File: src/rtl/am386sx_pkg.sv
// Shared types for the Am386SX bus responder: FSM states and
// cycle-definition codes built from {M/IO#, D/C#, W/R#}.
package am386sx_pkg;

  typedef enum logic [1:0] {
    S_IDLE,
    S_WAIT,
    S_DONE
  } state_t;

  typedef enum logic [2:0] {
    INTA   = 3'b000,
    HALT   = 3'b001,
    IO_WR  = 3'b010,
    IO_RD  = 3'b011,
    MEM_WR = 3'b110,
    MEM_RD = 3'b111
  } cyc_t;

  localparam logic [15:0] TIMEOUT_DATA = 16'hFFFF;

  // Special cycles ignore M/IO#, so the two D/C#=0 codes fold together.
  function automatic cyc_t cyc_decode(
    input logic mio_n,
    input logic dc_n,
    input logic wr_n
  );
    cyc_t c;
    unique case ({dc_n, wr_n})
      2'b00:   c = INTA;
      2'b01:   c = HALT;
      2'b10:   c = mio_n ? MEM_WR : IO_WR;
      default: c = mio_n ? MEM_RD : IO_RD;
    endcase
    return c;
  endfunction

endpackage

File: src/rtl/am386sx_wait_ctr.sv
// Saturating WAIT-state counter with minimum-wait and timeout
// terminal flags, both valid for the cycle currently being counted.
module am386sx_wait_ctr #(
  parameter int W     = 9,
  parameter int MIN_T = 1,
  parameter int MAX_T = 255
) (
  input  logic SYS_CLK,
  input  logic reset,
  input  logic load,
  input  logic en,
  output logic min_hit,
  output logic max_hit
);

  logic [W-1:0] cnt;

  always_ff @(posedge SYS_CLK) begin
    if (reset || load) begin
      cnt <= '0;
    end else if (en && (int'(cnt) < MAX_T)) begin
      cnt <= cnt + 1'b1;
    end
  end

  // cnt holds completed cycles; +1 counts the one in progress.
  assign min_hit = (int'(cnt) + 1) >= MIN_T;
  assign max_hit = (int'(cnt) + 1) >= MAX_T;

endmodule

File: src/rtl/am386sx_bus_responder.sv
// Am386SX local-bus slave: decodes one address window and bridges
// CPU cycles to a req/ack backend with wait-state and timeout control.
module am386sx_bus_responder
  import am386sx_pkg::*;
#(
  parameter logic [23:0] BASE_ADDR = 24'h000000,
  parameter logic [23:0] ADDR_MASK = 24'hFF0000,
  parameter int          MIN_WAIT  = 1,
  parameter int          TIMEOUT   = 255
) (
  input  logic        SYS_CLK,
  input  logic        reset,
  input  logic        cpu_ads_n,
  input  logic        cpu_mio_n,
  input  logic        cpu_dc_n,
  input  logic        cpu_wr_n,
  input  logic        cpu_bhe_n,
  input  logic        cpu_ble_n,
  input  logic [22:0] cpu_addr,
  input  logic [15:0] cpu_data_i,
  output logic        cpu_ready_n,
  output logic [15:0] cpu_data_o,
  output logic        cpu_data_oe,
  output logic        bus_req,
  output logic        bus_we,
  output logic        bus_io,
  output logic [23:0] bus_addr,
  output logic [1:0]  bus_be,
  output logic [15:0] bus_wdata,
  input  logic        bus_ack,
  input  logic [15:0] bus_rdata,
  output logic        err_timeout
);

  localparam int CW = $clog2(TIMEOUT + MIN_WAIT + 2);

  state_t state;
  cyc_t   cyc;
  logic   hit;
  logic   ack_seen;
  logic   got_ack;
  logic   ctr_load;
  logic   ctr_en;
  logic   min_hit;
  logic   max_hit;

  assign cyc      = cyc_decode(cpu_mio_n, cpu_dc_n, cpu_wr_n);
  assign hit      = ({cpu_addr, 1'b0} & ADDR_MASK) == BASE_ADDR;
  assign got_ack  = ack_seen | bus_ack;
  assign ctr_load = (state == S_IDLE);
  assign ctr_en   = (state == S_WAIT);

  am386sx_wait_ctr #(
    .W    (CW),
    .MIN_T(MIN_WAIT),
    .MAX_T(TIMEOUT)
  ) u_wait_ctr (
    .SYS_CLK(SYS_CLK),
    .reset  (reset),
    .load   (ctr_load),
    .en     (ctr_en),
    .min_hit(min_hit),
    .max_hit(max_hit)
  );

  always_ff @(posedge SYS_CLK) begin
    if (reset) begin
      state       <= S_IDLE;
      ack_seen    <= 1'b0;
      cpu_ready_n <= 1'b1;
      cpu_data_o  <= '0;
      cpu_data_oe <= 1'b0;
      bus_req     <= 1'b0;
      bus_we      <= 1'b0;
      bus_io      <= 1'b0;
      bus_addr    <= '0;
      bus_be      <= '0;
      bus_wdata   <= '0;
      err_timeout <= 1'b0;
    end else begin
      err_timeout <= 1'b0;
      unique case (state)
        S_IDLE: begin
          if (!cpu_ads_n) begin
            unique case (cyc)
              HALT: begin
                state       <= S_DONE;
                cpu_ready_n <= 1'b0;
              end
              MEM_RD, MEM_WR, IO_RD, IO_WR: begin
                if (hit) begin
                  state     <= S_WAIT;
                  ack_seen  <= 1'b0;
                  bus_req   <= 1'b1;
                  bus_we    <= ~cpu_wr_n;
                  bus_io    <= ~cpu_mio_n;
                  bus_addr  <= {cpu_addr, 1'b0};
                  bus_be    <= {~cpu_bhe_n, ~cpu_ble_n};
                  bus_wdata <= cpu_data_i;
                end
              end
              default: ;
            endcase
          end
        end
        S_WAIT: begin
          if (bus_ack && !ack_seen) begin
            ack_seen    <= 1'b1;
            bus_req     <= 1'b0;
            cpu_data_oe <= ~bus_we;
            if (!bus_we) cpu_data_o <= bus_rdata;
          end
          if (got_ack && min_hit) begin
            state       <= S_DONE;
            cpu_ready_n <= 1'b0;
          end else if (!got_ack && max_hit) begin
            state       <= S_DONE;
            cpu_ready_n <= 1'b0;
            bus_req     <= 1'b0;
            err_timeout <= 1'b1;
            cpu_data_oe <= ~bus_we;
            if (!bus_we) cpu_data_o <= TIMEOUT_DATA;
          end
        end
        S_DONE: begin
          state       <= S_IDLE;
          cpu_ready_n <= 1'b1;
          cpu_data_oe <= 1'b0;
        end
        default: state <= S_IDLE;
      endcase
    end
  end

endmodule

File: config.mk
export PLATFORM = sky130hd
export DESIGN_NAME = am386sx_bus_responder
export DESIGN_NICKNAME = d
export VERILOG_FILES = /design/src/rtl/am386sx_pkg.sv /design/src/rtl/am386sx_wait_ctr.sv /design/src/rtl/am386sx_bus_responder.sv
export SDC_FILE = /design/constraint.sdc
export NUM_CORES = 1
export LEC_CHECK = 0
export CORE_UTILIZATION = 45
export CTS_BUF_LIST = sky130_fd_sc_hd__clkbuf_8
export CTS_CLUSTER_DIAMETER = 150
export DETAILED_ROUTE_END_ITERATION = 8
export PLACE_DENSITY = 0.82
export SLEW_MARGIN = 30
export SYNTH_ARGS = -nofsm -noshare
export SYNTH_HDL_FRONTEND = slang
export SYNTH_HIERARCHICAL = 1
export SYNTH_SLANG_ARGS = --single-unit
export TNS_END_PERCENT = 1
File: constraint.sdc
create_clock -name SYS_CLK -period 3.76 [get_ports SYS_CLK]
set_input_delay 1.128 -clock SYS_CLK [delete_from_list [all_inputs] [get_ports SYS_CLK]]
set_output_delay 1.128 -clock SYS_CLK [all_outputs]
set_load 0.01 [all_outputs]
# Word-level counts from Yosys, hierarchy flattened

Cells that the tools add are included.

Register bits after elaboration: 75
Input bits: 64

Order comparisons: 3
Equality and inequality tests: 17
$add $sub $neg: 2
Reduce and logical (&&, ||, !) cells: 20
Bitwise logic cells: 8
Multiplexer cells: 36

Operator list:

| operator               | count |
|---|---|
| $mux W16               | 5 |
| $ge A32 B2 Y1 const B  | 1 |
| $ge A32 B9 Y1 const B  | 1 |
| $logic_not A24 Y1      | 1 |
| $mux W1                | 18 |
| $reduce_and A4 Y1      | 4 |
| $add A9 B1 Y10 const B | 1 |
| $ne A2 B2 Y1 const B   | 5 |
| $add A9 B1 Y9 const B  | 1 |
| $lt A9 B8 Y1 const B   | 1 |
| $ne A3 B3 Y1 const B   | 3 |
| $pmux W3 S3            | 1 |
| $mux W2                | 4 |
| $pmux W2 S2            | 2 |
| $not A1 Y1             | 7 |
| $eq A3 B2 Y1 const B   | 2 |
| $eq A3 B3 Y1 const B   | 2 |
| $mux W3                | 2 |
| $pmux W1 S2            | 3 |
| $reduce_and A5 Y1      | 1 |
| $eq A2 B1 Y1 const B   | 2 |
| $eq A2 B2 Y1 const B   | 2 |
| $logic_and A1 B1 Y1    | 4 |
| $logic_not A2 Y1       | 2 |
| other kinds (9)        | 11 |

# Longest topological paths before layout

Gate-level depths: netlist of run 1.

Word-level depth: 7
Gate-level depth with buffers: 9
Depth with buffers taken out: 8

# Modules after synthesis

Netlist of run 1, hierarchy kept.

By module, submodules not included:

| module                | times used | cells an instance | area an instance (sq um) |
|---|---|---|---|
| am386sx_bus_responder | 1          | 287               | 2683.8 |
| am386sx_wait_ctr      | 1          | 72                | 585.6 |

# Least setup slack after synthesis of run 1

OpenSTA, ideal clock, no wires.

Path type: input to register
Start: in cpu_addr[18]
End: reg bus_addr[10]
Slack: 1052 ps
Arrival time: 2565 ps
Cell stages on the path: 6
Data required time: 3617 ps
Cell sequence: or4_4 or4_4 buf_6 buf_12 nand2_2 a21oi_2

Word-level cells in the longest chain between the ends: 2

RTL lines:

| element                            | line                        | RTL |
|---|---|---|
| start: declaration                 | am386sx_bus_responder.sv:19 | `input logic [22:0] cpu_addr,` |
| $logic_not A24 Y1                  | am386sx_bus_responder.sv:48 | `assign hit = ({cpu_addr, 1'b0} & ADDR_MASK) == BASE_ADDR;` |
| $reduce_and A4 Y1 (no source line) | --                          |  |
| end signal: assignment             | am386sx_bus_responder.sv:97 | `bus_addr <= {cpu_addr, 1'b0};` |
| end: declaration                   | am386sx_bus_responder.sv:27 | `output logic [23:0] bus_addr,` |

Every way passes these cells.
A chain may end at the register's enable or synchronous reset.

# Final worst setup path of run 1

Start: in cpu_addr[18]
End: reg ack_seen

Word-level cells in the longest chain between the ends: 3

RTL lines:

| element                            | line                         | RTL |
|---|---|---|
| $logic_not A24 Y1                  | am386sx_bus_responder.sv:48  |  |
| $ne A2 B2 Y1 (no source line)      | --                           |  |
| $reduce_and A5 Y1 (no source line) | --                           |  |
| end signal: assignment             | am386sx_bus_responder.sv:69  | `ack_seen <= 1'b0;` |
| end signal: assignment             | am386sx_bus_responder.sv:93  | `ack_seen <= 1'b0;` |
| end signal: assignment             | am386sx_bus_responder.sv:108 | `ack_seen <= 1'b1;` |
| end: declaration                   | am386sx_bus_responder.sv:40  | `logic ack_seen;` |

Every way passes these cells.

==> impl_metrics.csv, run 1 <==
group,metric,value,unit
outcome,status,"completed",
pwr,p_per_area,325,nW/um^2
clock_network,cts_buffers,9,
logic_synthesis,synth.largest_area_cell,"dfxtp_1",
routing,antenna_left,0,
routing,num_vias,2925,
cells_and_area,fin_nets,549,
global_routing,grt_use_met3,5.50,%
routing,first_iter_violations,97,
global_routing,grt_pass1_vias,2827,
global_routing,busiest_layer,"met2",
worst_setup_path,r2r_end,"cpu_ready_n",
logic_synthesis,synth-seq-cells,75,
floorplanning,dieArea,7610,sq um
floorplanning,num_rows,30,
logic_synthesis,yosysUniqueCellTypes,48,
placement,gp_congestion,0.848,
global_routing,grt_overflow,0,
clock_network,cts_root_buf,"clkbuf_8",
cells_and_area,area_growth,43.9,%
global_routing,antenna_found_initial,0,
sta,setup_tns,0,ns
placement,portBuffers,126,
floorplanning,ios,128,
sta,setup_viol,0,
placement,place_area,4510,sq um
sta,worst_slew_pin_slew,0.754,ns
worst_setup_path,crit_family,"simple AND/OR/NAND/NOR gates",
global_routing,track_usage,22.1,%
worst_setup_path,cp.required,3.98,ns
routing,drt-total-wl,8120,um
logic_synthesis,syn_area_per_cell,9.11,sq um
floorplanning,die_y,87.2,um
cells_and_area,drive_gt1_share,18.6,%
logic_synthesis,synth_fp_nets,430,
worst_setup_path,critPathMaxFanout,32,
clock_network,cts_resized,0,
floorplanning,die_w,87.2,um
worst_hold_path,worstHoldStart,"bus_addr[2]",
worst_setup_path,r2r_cells,9,
logic_synthesis,synth_cells,359,
routing,wl_per_cell,14.0,um
pwr,peakVddDrop,0.000215,V
worst_setup_path,r2r_slack,0.95,ns
clock_network,hold_buffers,0,
sta,slew_viol_final,0,
worst_setup_path,cpPeakStageDelay,0.78,ns
worst_setup_path,worstSetupStartpoint,"cpu_addr[18]",
global_routing,met2_usage,38.2,%
worst_hold_path,hold_path_end,"bus_addr[2]",
logic_synthesis,yosys_warnings,6,
routing,vias_per_cell,5.05,
worst_setup_path,path_cells,"clkdlybuf4s50_1 > or4_4 > or4_4 > a21oi_1 > nor3_1",
cells_and_area,antenna_cells,0,
sta,skew,0.00753,ns
clock_network,cts_num_sinks,75,
floorplanning,floorplan.initialDensity,47.3,%
clock_network,post_cts.repair.setup_buffers,0,
worst_setup_path,path_class,"in2reg",
worst_hold_path,holdPathStages,2,
clock_network,clock_path_buffers,2,
worst_setup_path,crit_slowest_cell,"or4_4",
sta,fmaxAchievable,0.338,GHz
worst_setup_path,cp.arrival,3.18,ns
clock_network,clk_pin_slew,0.07,ns
logic_synthesis,synth_area_leaders,"dfxtp_1 (46%), a21oi_2 (8.0%), nand2_1 (6.5%)",
logic_synthesis,synth_area,3270,sq um
worst_setup_path,rr_startpoint,"u_wait_ctr/cnt[2]",
logic_synthesis,synth_top_area_share,45.9,%
floorplanning,core,6910,sq um
global_routing,met1_usage,25.6,%
sta,hold_viol_final,0,
sta,fin_crit,2.96,ns
routing,drt_pass1_iterations,4,
worst_setup_path,worstSetupEndpointType,"flip-flop",
placement,hpwl,5900,um
logic_synthesis,ys_seq_area_share,45.9,%
sta,timing.slew.headroom,49.1,%
global_routing,grt_max_degree,33,
worst_setup_path,crit_top_cell,"or4_4",
global_routing,grt_pass1_wl,13100,um
worst_setup_path,critPathBufInv,1,
worst_hold_path,holdCritPathClass,"reg2reg",
cells_and_area,fin_area,4700,sq um
routing,drc,0,
clock_network,cts_tree,"yes",
worst_setup_path,cp-start-kind,"input port",
run,maxCapViolations,0,
clock_network,cts_max_level,3,
clock_network,clock_latency,0.34,ns
pwr,p_leak,1.55,nW
sta,post-route-period-util,78.6,%
sta,rsz0062_at_grt,"false",
## registers in the layout (all words and copies together) (netlist names)
| name | count |
|---|---|
| err_timeout | 1 |
| bus_be | 2 |
| state | 2 |
| u_wait_ctr/cnt | 9 |
| cpu_data_oe | 1 |
| cpu_data_o | 16 |
| bus_req | 1 |
| bus_we | 1 |
| bus_wdata | 16 |
| bus_addr | 23 |
| ack_seen | 1 |
| bus_io | 1 |
| cpu_ready_n | 1 |
## worst min-delay path, cell delays in order, from the launching register on
cell and delay, ns:
dfxtp_1 0.32, nand2_2 0.06, a21oi_2 0.04
## worst max-delay path by stage
stage                    to  slack (ns)  depth (start not counted)
4_1_cts            ack_seen        0.81                          5
6_report           ack_seen        0.80                          5
2_1_floorplan  bus_addr[10]        1.05                          6
3_5_place_dp       ack_seen        0.45                          5
5_1_grt            state[1]        0.64                          9
3_3_place_gp       ack_seen        0.46                          5
## report_power, final
part / total [mW] / switching, mW / leakage (nW) / internal, mW
clock: 0.604 / 0.298 / 0.103 / 0.305
combinational: 0.126 / 0.0495 / 0.844 / 0.0767
sequential: 0.801 / 0.00260 / 0.604 / 0.798
## per-stage QoR
| step | cells | total power [mW] | util [%] | hold slack, ns | setup WS, ns |
|---|---|---|---|---|---|
| CTS | 579 | 1.54 | 68.1 | 0.457 | 0.809 |
| finish | 579 | 1.53 | 68.1 | 0.454 | 0.804 |
| global route | 579 | 1.59 | 68.1 | 0.471 | 0.641 |
| global placement | 563 | 0.944 | 65.3 | 0.441 | 0.460 |
| detailed placement | 563 | 0.945 | 65.3 | 0.446 | 0.446 |
| floorplan | 359 | 0.864 | - | 0.447 | 1.05 |
## logic make-up after synthesis
logic type / count (synthesis) / synth area share [%]
buf+inv: 33 / 6.35
mux: 3 / 0.919
xor+xnor: 6 / 1.61
flops: 75 / 45.9
compound gates: 80 / 17.9
fa+ha+maj: 7 / 2.68
other cells: 1 / 0.115
simple gates: 154 / 24.5
## layout by cell type, fill, tap and decap left out, types with 2 or more instances in the layout
cell type        Yosys  routed
o21ai_0              6       6
dfxtp_1             75      75
mux2i_1              3       3
nor2_1              22      22
or4_4                3       3
a21oi_1              8       8
nand4_1              2       2
clkdlybuf4s50_1      0     125
inv_1               10      10
nand2_2             30      30
nand3_1              5       5
and2_1               9       9
nand2_1             57      57
nand2b_1             3       3
nand3b_1             3       3
a21oi_2             30      30
xor2_1               2       2
clkinv_2             0       4
ha_1                 7       7
o311ai_0             2       2
a31oi_1             10      10
clkbuf_8             0       9
buf_4                2       5
nor4_1               3       3
or3_1                3       3
o21ai_1              3       3
xnor2_1              4       4
a211oi_1             4       4
nor3_1               4       4
or4_1                2       2
o22ai_1              8       8
o31ai_1              2       2
and3_1               3       3
## area by class of cell
class / instances / area [sq um]
Clock buffer: 9 / 124
Clock inverter: 7 / 67.6
Fill cell: 602 / 2200
Inverter: 10 / 37.5
Multi-Input combinational cell: 251 / 1560
Sequential cell: 75 / 1500
Tap cell: 96 / 120
Timing Repair Buffer: 131 / 1290
## Yosys cell counts, drive strengths merged
cell    count
nor2       22
mux2i       3
and2        9
o21ba       1
or2         1
xnor2       4
xor2        2
nand3       5
a32oi       1
nor3b       1
clkbuf     10
or4         5
a211oi      4
o21ai       9
o31ai       2
buf        13
o211ai      1
nand2b      3
a41o        1
nor3        5
ha          7
o22ai       8
nand3b      3
nand2      87
and3        4
a311o       1
o41ai       1
conb        1
o311ai      2
nor4        4
a31oi      10
o21a        1
or3         3
nand4       2
dfxtp      75
a21oi      38
inv        10
## metal layers
metal / part of all wire (%) / up-vias
met2: 51 / 84
met4: 2.6 / 0
met5: 0 / -
met1: 41 / 1365
li1: - / 1457
met3: 5.7 / 19
Note: power is estimated with default switching activity, not from simulation.
==> run 2: changes to the inputs <==
Clock period 3.76 ns to 2.9 ns, I/O delays scaled along.
==> run 2 against run 1 <==
Cell area grew 1.6%. Critical path type is now reg2reg. First-iteration DRC count grew 12%. Total power grew 32%. Sequential power grew 30%. Final cell count grew 0.86%. Utilization grew 1.1 points. Via count shrank 0.85%. Count of clock-buffer cells in the layout grew 1. Clock power grew 35%.
==> impl_metrics.csv, run 2 (same netlist as run 1, synthesis figures left out) <==
group,metric,value,unit
worst_setup_path,critPathMaxFanout,8,
placement,hpwl,5990,um
worst_setup_path,worstSetupStartpoint,"u_wait_ctr/cnt[2]",
global_routing,grt_overflow,0,
sta,hold_viol_final,0,
clock_network,post_cts.repair.setup_buffers,0,
worst_setup_path,rr_startpoint,"u_wait_ctr/cnt[2]",
routing,drc,0,
clock_network,clock_path_buffers,2,
clock_network,cts_num_sinks,75,
sta,fin_crit,2.54,ns
sta,fmaxAchievable,0.394,GHz
routing,drt_pass1_iterations,4,
floorplanning,floorplan.initialDensity,47.3,%
worst_hold_path,holdCritPathClass,"reg2reg",
cells_and_area,final_common_cell,"clkdlybuf4s50_1",
clock_network,cts_resized,0,
cells_and_area,top_regs,"bus_addr (23), bus_wdata (16), cpu_data_o (16)",
sta,skew,0.00738,ns
floorplanning,ios,128,
pwr,p_leak,1.57,nW
global_routing,track_usage,22.6,%
floorplanning,die_y,87.2,um
sta,post-route-period-util,87.6,%
outcome,status,"completed",
clock_network,cts_buffers,9,
routing,first_iter_violations,109,
worst_setup_path,r2r_end,"cpu_ready_n",
global_routing,antenna_found_initial,0,
cells_and_area,antenna_cells,0,
cells_and_area,drive_gt1_share,19.5,%
worst_setup_path,r2r_cells,10,
worst_setup_path,cp.arrival,2.79,ns
cells_and_area,regMostFlops,"bus_addr",
global_routing,grt_pass1_vias,2899,
sta,timing.slew.headroom,63.4,%
worst_setup_path,cp.required,3.15,ns
worst_setup_path,worstSetupEndpointType,"flip-flop",
worst_setup_path,path_class,"reg2reg",
sta,worst_slew_pin_slew,0.550,ns
routing,wl_per_cell,14.0,um
global_routing,grt_pass1_wl,13300,um
sta,slew_viol_final,0,
run,maxCapViolations,0,
cells_and_area,area_growth,46.2,%
routing,antenna_left,0,
clock_network,cts_root_buf,"clkbuf_8",
cells_and_area,largest_reg_flops,23,
clock_network,cts_max_level,3,
clock_network,cts_tree,"yes",
placement,numPlacedInstances,568,
sta,rsz0062_at_grt,"false",
clock_network,clk_pin_slew,0.08,ns
routing,num_vias,2900,
placement,gp_congestion,0.891,
cells_and_area,fillers,558,
worst_setup_path,crit_path_end,"cpu_ready_n",
clock_network,clock_latency,0.35,ns
floorplanning,core,6910,sq um
cells_and_area,fin_nets,554,
pwr,peakVddDrop,0.000416,V
sta,setup_tns,0,ns
worst_setup_path,cp-start-kind,"flip-flop",
global_routing,grt_max_degree,24,
clock_network,hold_buffers,0,
placement,portBuffers,126,
cells_and_area,fin_cells,584,
routing,drt-total-wl,8200,um
floorplanning,die_w,87.2,um
sta,setup_viol,0,
cells_and_area,layout_common_cells,"clkdlybuf4s50_1 (125), dfxtp_1 (75), nand2_1 (57)",
worst_setup_path,r2r_slack,0.36,ns
pwr,p_per_area,422,nW/um^2
floorplanning,dieArea,7610,sq um
routing,vias_per_cell,4.97,
floorplanning,num_rows,30,
run 2: critical path: stages (launching register included):
cell and delay [ns]:
dfxtp_1 0.48, nand3_1 0.18, nor3_2 0.27, xnor2_1 0.12, o41ai_1 0.44, buf_4 0.21
inv_1 0.04, o311ai_0 0.28, buf_4 0.19, nand3b_1 0.10, mux2i_1 0.14
run 2: power breakdown:
part           internal, mW  total [mW]  switching, mW
Clock                 0.418       0.813          0.394
Sequential             1.03        1.04        0.00357
Combinational        0.0999       0.166         0.0657
Total                  1.55        2.02          0.464
run 2: per-layer routing:
| metal | routed length, um | GRT usage (%) | share of wire, % |
|---|---|---|---|
| met1 | 3490 | 26.0 | 43 |
| met2 | 4060 | 38.0 | 49 |
| met3 | 469 | 8.34 | 5.7 |
| met4 | 178 | 8.94 | 2.2 |
| met5 | 0 | 0 | 0 |
run 2: stage by stage:
step,instance area (sq um),hold slack (ns),setup slack [ns],util (%),total power [mW]
finish,4780,0.453,0.361,69.2,2.02
global route,4780,0.470,0.135,69.2,2.09
CTS,4780,0.457,0.376,69.2,2.05
detailed placement,4580,0.444,0.0212,66.3,1.23
global placement,4580,0.441,0.0399,66.3,1.22
floorplan,3270,0.447,0.450,-,1.12
run 2: final cells by class:
class | instances | area, sq um | share of cell area, %
multi-input cells | 251 | 1560 | 32.7
repair buffers | 136 | 1360 | 28.4
clock inverters | 6 | 65.1 | 1.36
flip-flops and latches | 75 | 1500 | 31.4
inverters | 10 | 37.5 | 0.786
clock buffers | 10 | 138 | 2.88
well taps | 96 | 120 | 2.51
run 2: worst min path at each step:
stage,startpoint,to,depth (start not counted)
after floorplan,u_wait_ctr/cnt[7],u_wait_ctr/cnt[7],2
after global placement,bus_addr[5],bus_addr[5],2
after detailed placement,bus_addr[20],bus_addr[20],1
after CTS,bus_wdata[7],bus_wdata[7],2
after global routing,bus_addr[11],bus_addr[11],2
final,bus_wdata[7],bus_wdata[7],2
==> run 3: changes to the inputs <==
Settings changed: CAP_MARGIN set to 0, PLACE_DENSITY 0.82 to 0.93.
==> run 3 against run 2 <==
Cell area increased by 0.45%. Worst setup slack improved by 0.015 ns. Total power up 3.1%. Fmax up 0.59%. Wire length grew 3.8%. Critical path type unchanged. Flip-flop and latch count unchanged. Critical endpoint unchanged.
==> impl_metrics.csv, run 3 (same netlist as run 1, synthesis figures left out) <==
group,metric,value,unit
routing,drt-total-wl,8510,um
placement,hpwl,6330,um
floorplanning,floorplan.initialDensity,47.3,%
cells_and_area,regMostFlops,"bus_addr",
cells_and_area,fin_area,4800,sq um
floorplanning,dieArea,7610,sq um
sta,worst_slew_pin_slew,0.611,ns
clock_network,hold_buffers,0,
cells_and_area,final_common_cell,"clkdlybuf4s50_1",
global_routing,antenna_found_initial,0,
placement,place_area,4580,sq um
sta,skew,0.0123,ns
routing,first_iter_violations,390,
worst_setup_path,worstSetupStartpoint,"u_wait_ctr/cnt[2]",
cells_and_area,utilization,69.5,%
clock_network,cts_max_level,3,
cells_and_area,fin_nets,553,
global_routing,grt_pass1_wl,13700,um
worst_hold_path,holdCritPathClass,"reg2reg",
cells_and_area,drive_gt1_share,18.9,%
run,maxCapViolations,0,
cells_and_area,largest_reg_flops,23,
worst_setup_path,r2r_end,"cpu_ready_n",
pwr,p_leak,1.60,nW
placement,gp_congestion,0.929,
outcome,status,"completed",
clock_network,post_cts.repair.setup_buffers,0,
sta,post-route-period-util,87.0,%
sta,setup_viol,0,
worst_setup_path,rr_startpoint,"u_wait_ctr/cnt[2]",
routing,num_vias,3059,
global_routing,track_usage,23.2,%
cells_and_area,layout_common_cells,"clkdlybuf4s50_1 (125), dfxtp_1 (75), nand2_1 (57)",
cells_and_area,fin_cells,583,
cells_and_area,multi_input_area,1560,sq um
worst_setup_path,r2r_cells,9,
sta,setup_tns,0,ns
clock_network,clock_path_buffers,2,
global_routing,grt_pass1_vias,2998,
placement,portBuffers,126,
clock_network,cts_resized,0,
worst_setup_path,cp-start-kind,"flip-flop",
routing,drc,0,
pwr,p_per_area,433,nW/um^2
sta,fin_crit,2.52,ns
global_routing,grt_overflow,0,
cells_and_area,top_regs,"bus_addr (23), bus_wdata (16), cpu_data_o (16)",
clock_network,cts_buffers,9,
routing,vias_per_cell,5.25,
worst_setup_path,critPathMaxFanout,8,
floorplanning,die_w,87.2,um
clock_network,clock_latency,0.34,ns
routing,wl_per_cell,14.6,um
worst_setup_path,path_class,"reg2reg",
worst_hold_path,worstHoldStart,"bus_wdata[15]",
sta,fmaxAchievable,0.396,GHz
sta,rsz0062_at_grt,"false",
cells_and_area,register_area,1500,sq um
sta,slew_viol_final,0,
clock_network,cts_root_buf,"clkbuf_8",
floorplanning,core,6910,sq um
pwr,peakVddDrop,0.000302,V
floorplanning,ios,128,
sta,timing.slew.headroom,59.2,%
worst_setup_path,cp.required,3.12,ns
routing,drt_pass1_iterations,5,
floorplanning,num_rows,30,
clock_network,cts_num_sinks,75,
global_routing,grt_max_degree,26,
placement,numPlacedInstances,567,
worst_setup_path,worstSetupEndpointType,"flip-flop",
floorplanning,die_y,87.2,um
worst_setup_path,r2r_slack,0.38,ns
clock_network,cts_tree,"yes",
worst_setup_path,cp.arrival,2.75,ns
cells_and_area,area_growth,46.8,%
cells_and_area,fillers,525,
routing,antenna_left,0,
cells_and_area,antenna_cells,0,
clock_network,clk_pin_slew,0.07,ns
worst_setup_path,crit_path_end,"cpu_ready_n",
sta,hold_viol_final,0,
run 3: cell count changes in the layout (fill, tap and decap cells not counted), sizes merged:
cell      previous run  this run
clkinv               1         2
bufinv               1         2
clkinvlp             4         0
buf                 11        10
inv                 10        12
run 3: cell type report:
class                      instances  share of cell area, %
sequential                        75                   31.3
tap                               96                   2.50
inverter                          10                  0.782
timing repair buffer             135                   28.4
clock inverter                     6                   1.69
multi-input combinational        251                   32.5
clock buffer                      10                   2.87
run 3: worst max-delay path: stages (launching register included):
cell	delay (ns)
dfxtp_1	0.48
nand3_1	0.19
nor3_2	0.27
xnor2_1	0.14
o41ai_1	0.47
inv_1	0.07
o311ai_0	0.33
buf_4	0.20
nand3b_1	0.11
mux2i_1	0.15
run 3: metrics by stage:
step | hold slack, ns | total power, mW | worst slack, ns
after floorplan | 0.447 | 1.12 | 0.450
after global placement | 0.440 | 1.22 | 0.0568
after detailed placement | 0.443 | 1.23 | 0.0245
after CTS | 0.454 | 2.10 | 0.394
after global routing | 0.471 | 2.16 | 0.168
final | 0.453 | 2.08 | 0.376
run 3: worst min path at each step:
stage                                    to  depth (start not counted)
final                         bus_wdata[15]                          2
after global routing            bus_addr[6]                          2
after global placement          bus_addr[8]                          2
after detailed placement      bus_wdata[15]                          2
after CTS                     bus_wdata[15]                          2
after floorplan           u_wait_ctr/cnt[7]                          2
run 3: power breakdown:
part	internal [mW]	leakage, nW	switching, mW	total [mW]
sequential	1.03	0.604	0.00361	1.04
combinational	0.0999	0.876	0.0686	0.168
clock	0.502	0.119	0.369	0.871
total	1.64	1.60	0.441	2.08
run 3: per-layer routing:
layer  wire length [um]  global-route usage (%)
met1               3440                    27.0
met2               4230                    39.2
met3                602                    5.69
met4                239                    13.0
met5                  0                       0
